[config.mk]
export PLATFORM = sky130hd
export DESIGN_NAME = zreg_access
export DESIGN_NICKNAME = d
export VERILOG_FILES = /design/src/rtl/zreg_access.sv
export SDC_FILE = /design/constraint.sdc
export NUM_CORES = 1
export LEC_CHECK = 0
export CAP_MARGIN = 15
export CORE_MARGIN = 5
export CORE_UTILIZATION = 45
export CTS_BUF_LIST = sky130_fd_sc_hd__clkbuf_4 sky130_fd_sc_hd__clkbuf_8
export CTS_CLUSTER_SIZE = 40
export DETAILED_ROUTE_END_ITERATION = 12
export PLACE_DENSITY = 0.75
export SLEW_MARGIN = 20
export SYNTH_ARGS = -nofsm -noshare
export SYNTH_HDL_FRONTEND = slang
export SYNTH_SLANG_ARGS = --single-unit
[constraint.sdc]
create_clock -name clk -period 1.4 [get_ports clk]
set_input_delay 0.35 -clock clk [delete_from_list [all_inputs] [get_ports clk]]
set_output_delay 0.35 -clock clk [all_outputs]
set_load 0.005 [all_outputs]
[src/rtl/zreg_access.sv]
// Register-access sequencer: turns READ/WRITE/MOVE/SWAP commands into single-port
// register-file read/write cycles and returns one response per command.
//
// state | meaning
// IDLE  | ready for a command
// RDA   | read rd into temp A
// RDB   | read rs into temp B
// WRA   | write rd (immediate data or temp B)
// WRB   | write rs with temp A (second half of SWAP)
// RESP  | response held until consumer takes it
module zreg_access (
   input  logic       clk,
   input  logic       rst_n,
   input  logic       cmd_valid,
   output logic       cmd_ready,
   input  logic [1:0] cmd_op,
   input  logic [1:0] cmd_rd,
   input  logic [1:0] cmd_rs,
   input  logic [7:0] cmd_data,
   output logic       rsp_valid,
   input  logic       rsp_ready,
   output logic [7:0] rsp_data,
   output logic       rf_opcode,
   output logic [1:0] rf_sel,
   output logic [7:0] rf_wdata,
   input  logic [7:0] rf_rdata
);

   typedef enum logic [2:0] {
      IDLE = 3'd0,
      RDA  = 3'd1,
      RDB  = 3'd2,
      WRA  = 3'd3,
      WRB  = 3'd4,
      RESP = 3'd5
   } state_t;

   localparam logic [1:0] OP_READ  = 2'b00;
   localparam logic [1:0] OP_WRITE = 2'b01;
   localparam logic [1:0] OP_MOVE  = 2'b10;
   localparam logic [1:0] OP_SWAP  = 2'b11;

   state_t     state_q, state_d;
   logic [1:0] op_q, op_d;
   logic [1:0] rd_q, rd_d;
   logic [1:0] rs_q, rs_d;
   logic [7:0] data_q, data_d;
   logic [7:0] temp_a_q, temp_a_d;
   logic [7:0] temp_b_q, temp_b_d;
   logic       cmd_ready_q, cmd_ready_d;
   logic       rsp_valid_q, rsp_valid_d;
   logic [7:0] rsp_data_q, rsp_data_d;
   logic       rf_opcode_q, rf_opcode_d;
   logic [1:0] rf_sel_q, rf_sel_d;
   logic [7:0] rf_wdata_q, rf_wdata_d;

   // Outputs for a state are computed on the edge that enters it, so every
   // register-file control is a flop output during its access cycle.
   always_comb begin
      state_d     = state_q;
      op_d        = op_q;
      rd_d        = rd_q;
      rs_d        = rs_q;
      data_d      = data_q;
      temp_a_d    = temp_a_q;
      temp_b_d    = temp_b_q;
      cmd_ready_d = cmd_ready_q;
      rsp_valid_d = rsp_valid_q;
      rsp_data_d  = rsp_data_q;
      rf_opcode_d = 1'b0;
      rf_sel_d    = rf_sel_q;
      rf_wdata_d  = rf_wdata_q;
      case (state_q)
         IDLE: begin
            if (cmd_valid && cmd_ready_q) begin
               op_d        = cmd_op;
               rd_d        = cmd_rd;
               rs_d        = cmd_rs;
               data_d      = cmd_data;
               cmd_ready_d = 1'b0;
               case (cmd_op)
                  OP_WRITE: begin
                     state_d     = WRA;
                     rf_opcode_d = 1'b1;
                     rf_sel_d    = cmd_rd;
                     rf_wdata_d  = cmd_data;
                  end
                  OP_MOVE: begin
                     state_d  = RDB;
                     rf_sel_d = cmd_rs;
                  end
                  default: begin
                     state_d  = RDA;
                     rf_sel_d = cmd_rd;
                  end
               endcase
            end
         end
         RDA: begin
            temp_a_d = rf_rdata;
            if (op_q == OP_READ) begin
               state_d     = RESP;
               rsp_valid_d = 1'b1;
               rsp_data_d  = rf_rdata;
            end else begin
               state_d  = RDB;
               rf_sel_d = rs_q;
            end
         end
         RDB: begin
            temp_b_d    = rf_rdata;
            state_d     = WRA;
            rf_opcode_d = 1'b1;
            rf_sel_d    = rd_q;
            rf_wdata_d  = rf_rdata;
         end
         WRA: begin
            if (op_q == OP_SWAP) begin
               state_d     = WRB;
               rf_opcode_d = 1'b1;
               rf_sel_d    = rs_q;
               rf_wdata_d  = temp_a_q;
            end else begin
               state_d     = RESP;
               rsp_valid_d = 1'b1;
               rsp_data_d  = (op_q == OP_WRITE) ? data_q : temp_b_q;
            end
         end
         WRB: begin
            state_d     = RESP;
            rsp_valid_d = 1'b1;
            rsp_data_d  = temp_a_q;
         end
         RESP: begin
            if (rsp_ready) begin
               state_d     = IDLE;
               rsp_valid_d = 1'b0;
               cmd_ready_d = 1'b1;
            end
         end
         default: begin
            state_d     = IDLE;
            rsp_valid_d = 1'b0;
            cmd_ready_d = 1'b1;
         end
      endcase
   end

   always_ff @(posedge clk) begin
      if (!rst_n) begin
         state_q     <= IDLE;
         op_q        <= OP_READ;
         rd_q        <= 2'd0;
         rs_q        <= 2'd0;
         data_q      <= 8'd0;
         temp_a_q    <= 8'd0;
         temp_b_q    <= 8'd0;
         cmd_ready_q <= 1'b1;
         rsp_valid_q <= 1'b0;
         rsp_data_q  <= 8'd0;
         rf_opcode_q <= 1'b0;
         rf_sel_q    <= 2'd0;
         rf_wdata_q  <= 8'd0;
      end else begin
         state_q     <= state_d;
         op_q        <= op_d;
         rd_q        <= rd_d;
         rs_q        <= rs_d;
         data_q      <= data_d;
         temp_a_q    <= temp_a_d;
         temp_b_q    <= temp_b_d;
         cmd_ready_q <= cmd_ready_d;
         rsp_valid_q <= rsp_valid_d;
         rsp_data_q  <= rsp_data_d;
         rf_opcode_q <= rf_opcode_d;
         rf_sel_q    <= rf_sel_d;
         rf_wdata_q  <= rf_wdata_d;
      end
   end

   // Write strobe is gated by reset directly so an in-flight write dies immediately.
   assign rf_opcode = rf_opcode_q & rst_n;
   assign cmd_ready = cmd_ready_q;
   assign rsp_valid = rsp_valid_q;
   assign rsp_data  = rsp_data_q;
   assign rf_sel    = rf_sel_q;
   assign rf_wdata  = rf_wdata_q;

endmodule

==> metrics.cfg, run 1 <==
[final_layout]
nets=431
final_cell_area_mm2=0.00390
drive_gt1_share_pct=30.2
syn2layout_area_growth_pct=48.2
diodes=0
final_core_util_pct=69.6
layout_common_cells=nand2_1 (56), buf_4 (44), dfxtp_1 (32)
layout_commonest_cell=nand2_1

[floorplan]
core-area_mm2=0.00561
die_y_um=86.5
rows=27
die_width_um=86.5
initial_core_util_pct=46.9
num_io_pins=47
die_area_mm2=0.00748

[global_routing]
antenna_found_initial=0
grt_pass1_vias=2578
grt_start_max_net_pins=30
grt_overflow_total=0
grt_pass1_wl_mm=12.8
grt_usage_pct=22.0

[clocking]
cts_root_buffer=clkbuf_8
numClockSinks=54
tritoncts=done
ctsHoldBuffers=0
htree_levels=2
clk_latency_ps=310
clk_path_buf_depth=2
clk_pin_slew_ps=100
cts_made_buffers=5

[worst_setup_path]
startpoint_type=register
worstPathCellList=buf_6 -> nand4b_1 -> a221oi_4 -> buf_12 -> o2111ai_1 -> o21ai_2
max_stage_delay_ps=340
worst-path-max-fanout=9
critPathRequiredTime_ps=1650
end_kind=register
crit_type=register to register
crit_slowest_cell=dfxtp_2
worstPathArrival_ps=1720

[placed_design]
portBuffers=46
dpl_cell_area_mm2=0.00355
gp_congestion=0.853
dp_hpwl_mm=5.43

[logic_synthesis]
synth_edf_count=0
syn_avg_cell_area_um2=8.49
synth_cell_type_count=45
synth_flop_cell=dfxtp_1
synth-async-reset-ratio_pct=0
netlist_area_mm2=0.00263
synth_top_cell_by_area=dfxtp_1
syn_nets=338
synth_top_cell_area_share_pct=41.1
synth.top_cells.by_area=dfxtp_1 (41%), nand2_1 (8.0%), mux2i_1 (6.8%), a21oi_1 (3.6%), mux2_1 (3.4%)
seq_area_frac_synth_pct=41.1
syn-instance-count=310
yosys_warnings=0
ys_ff_latch=54

[sta]
finalCritPeriodShare_pct=105
finalSetupViolCount=18
skew_ps=5.27
worst_pin_slew_ps=337
drv_slew=0
hold_violations=0
max-slew-margin-rel_pct=77.4
max_freq_mhz=681
fin_crit_ps=1470
worst_slack_ps=-68.4
rsz0062_at_grt=yes

[detailed_routing]
postRouteWirelength_mm=8.48
vias_per_cell=5.68
wl_per_cell_um=17.8
drt-initial-drc-count=188
drtAntennaViolNets=0
first_pass_iters=5
num_vias=2706
drc_errors=0

[power]
intPower_mw=4.71
peakVddDrop_mv=1.05
power_density_mw_per_mm2=2020
p_leak_nw=1.59
p_sw_mw=3.16
combPwrFrac_pct=58.8
clkPwrFrac_pct=11.9
power.share.sequential_pct=29.4
p_sw_share_pct=40.1

[status]
status=finished with violations
violations=setup timing

[flow_run]
maxCapViolCount=0

[worst_hold_path]
hold_class=primary input to register

==> area by class of cell <==
type / instances / area, um2
multi-input cells: 223 / 1560
fillers: 471 / 1710
repair buffers: 105 / 973
clock buffers: 6 / 82.6
well taps: 72 / 90.1
flip-flops and latches: 54 / 1120
clock inverters: 2 / 12.5
inverters: 14 / 65.1
==> worst paths after layout <==
path	slack, ps	endpoint	cells after the start	from
max	-70	rf_wdata[7]	6	state_q[0]
min	320	op_q[0]	3	cmd_op[0]
max reg2reg	-70	rf_wdata[7]	6	state_q[0]
min reg2reg	460	rf_wdata[3]	2	rf_wdata[3]
==> critical path, delay by kind of cell, from the launching register on <==
kind | cells | cell delay (ps)
flops | 1 | 340
buf+inv | 2 | 280
compound gates | 3 | 570
simple gates | 1 | 210
==> cell usage after synthesis (3+ instances only) <==
master	count
o21ai_1	17
a21oi_1	19
o21ai_0	9
mux2_1	8
clkbuf_1	9
dfxtp_1	54
nand2_1	56
mux2i_1	18
o2111ai_1	8
a31oi_1	8
o221ai_1	7
nand2b_1	3
nor2_1	22
inv_1	13
o211ai_1	7
o21a_1	4
buf_2	7
buf_4	4
nor2b_1	5
==> per-layer routing <==
layer	part of all wire, %	global-route usage, %
met4	2.1	7.93
met1	41	26.4
met3	6.0	3.42
met2	51	39.2
met5	0	0
==> cells by family after synthesis <==
group / synth area share (%)
and+or+nand+nor: 17.5
AOI/OAI and AO/OA: 24.0
DFF: 41.1
buffers and inverters: 5.75
muxes: 10.7
adders and majority gates: 0.950
==> stage by stage <==
step | worst slack [ps] | TNS (ps) | instances | hold WS (ps) | total power, mW
3_3_place_gp | -606 | -16670 | 459 | 440 | 6.06
4_1_cts | -97.1 | -584 | 472 | 420 | 7.46
6_report | -68.4 | -724 | 476 | 318 | 7.87
3_5_place_dp | -657 | -18290 | 459 | 448 | 6.15
2_1_floorplan | -43.4 | -95.3 | 310 | 434 | 4.45
5_1_grt | -152 | -2250 | 476 | 325 | 8.32
==> state kept, by name, summed over array words and instances, names as in the netlist, 3 cells and up <==
| register | flops |
|---|---|
| data_q | 8 |
| rf_wdata | 8 |
| rsp_data | 8 |
| temp_a_q | 8 |
| temp_b_q | 8 |
| state_q | 3 |
==> power groups by stage <==
stage / logic, mW / registers [mW] / clock network, mW
2_1_floorplan: 2.18 / 2.27 / 0
3_3_place_gp: 3.79 / 2.27 / 0
3_5_place_dp: 3.86 / 2.29 / 0
4_1_cts: 4.20 / 2.31 / 0.949
5_1_grt: 4.94 / 2.36 / 1.01
6_report: 4.62 / 2.31 / 0.934
==> timing repair <==
action                     4_1_cts  5_1_grt
setup endpoints to repair       54       47
pin swaps                       13        4
gates resized for setup         69       26
gates cloned                     2        1
buffers inserted                 3        4
Power figures use the tool's default switching activity.
==> inputs of run 2 (changes only) <==
- CTS_CLUSTER_SIZE: 40 -> 20
==> results of run 2 <==
No change in the layout: final DEF, timing and power equal those of run 1.
==> inputs of run 3 (changes only) <==
- CAP_MARGIN: 15 -> 20
==> results of run 3 <==
No change in the layout: final DEF, timing and power equal those of run 1.
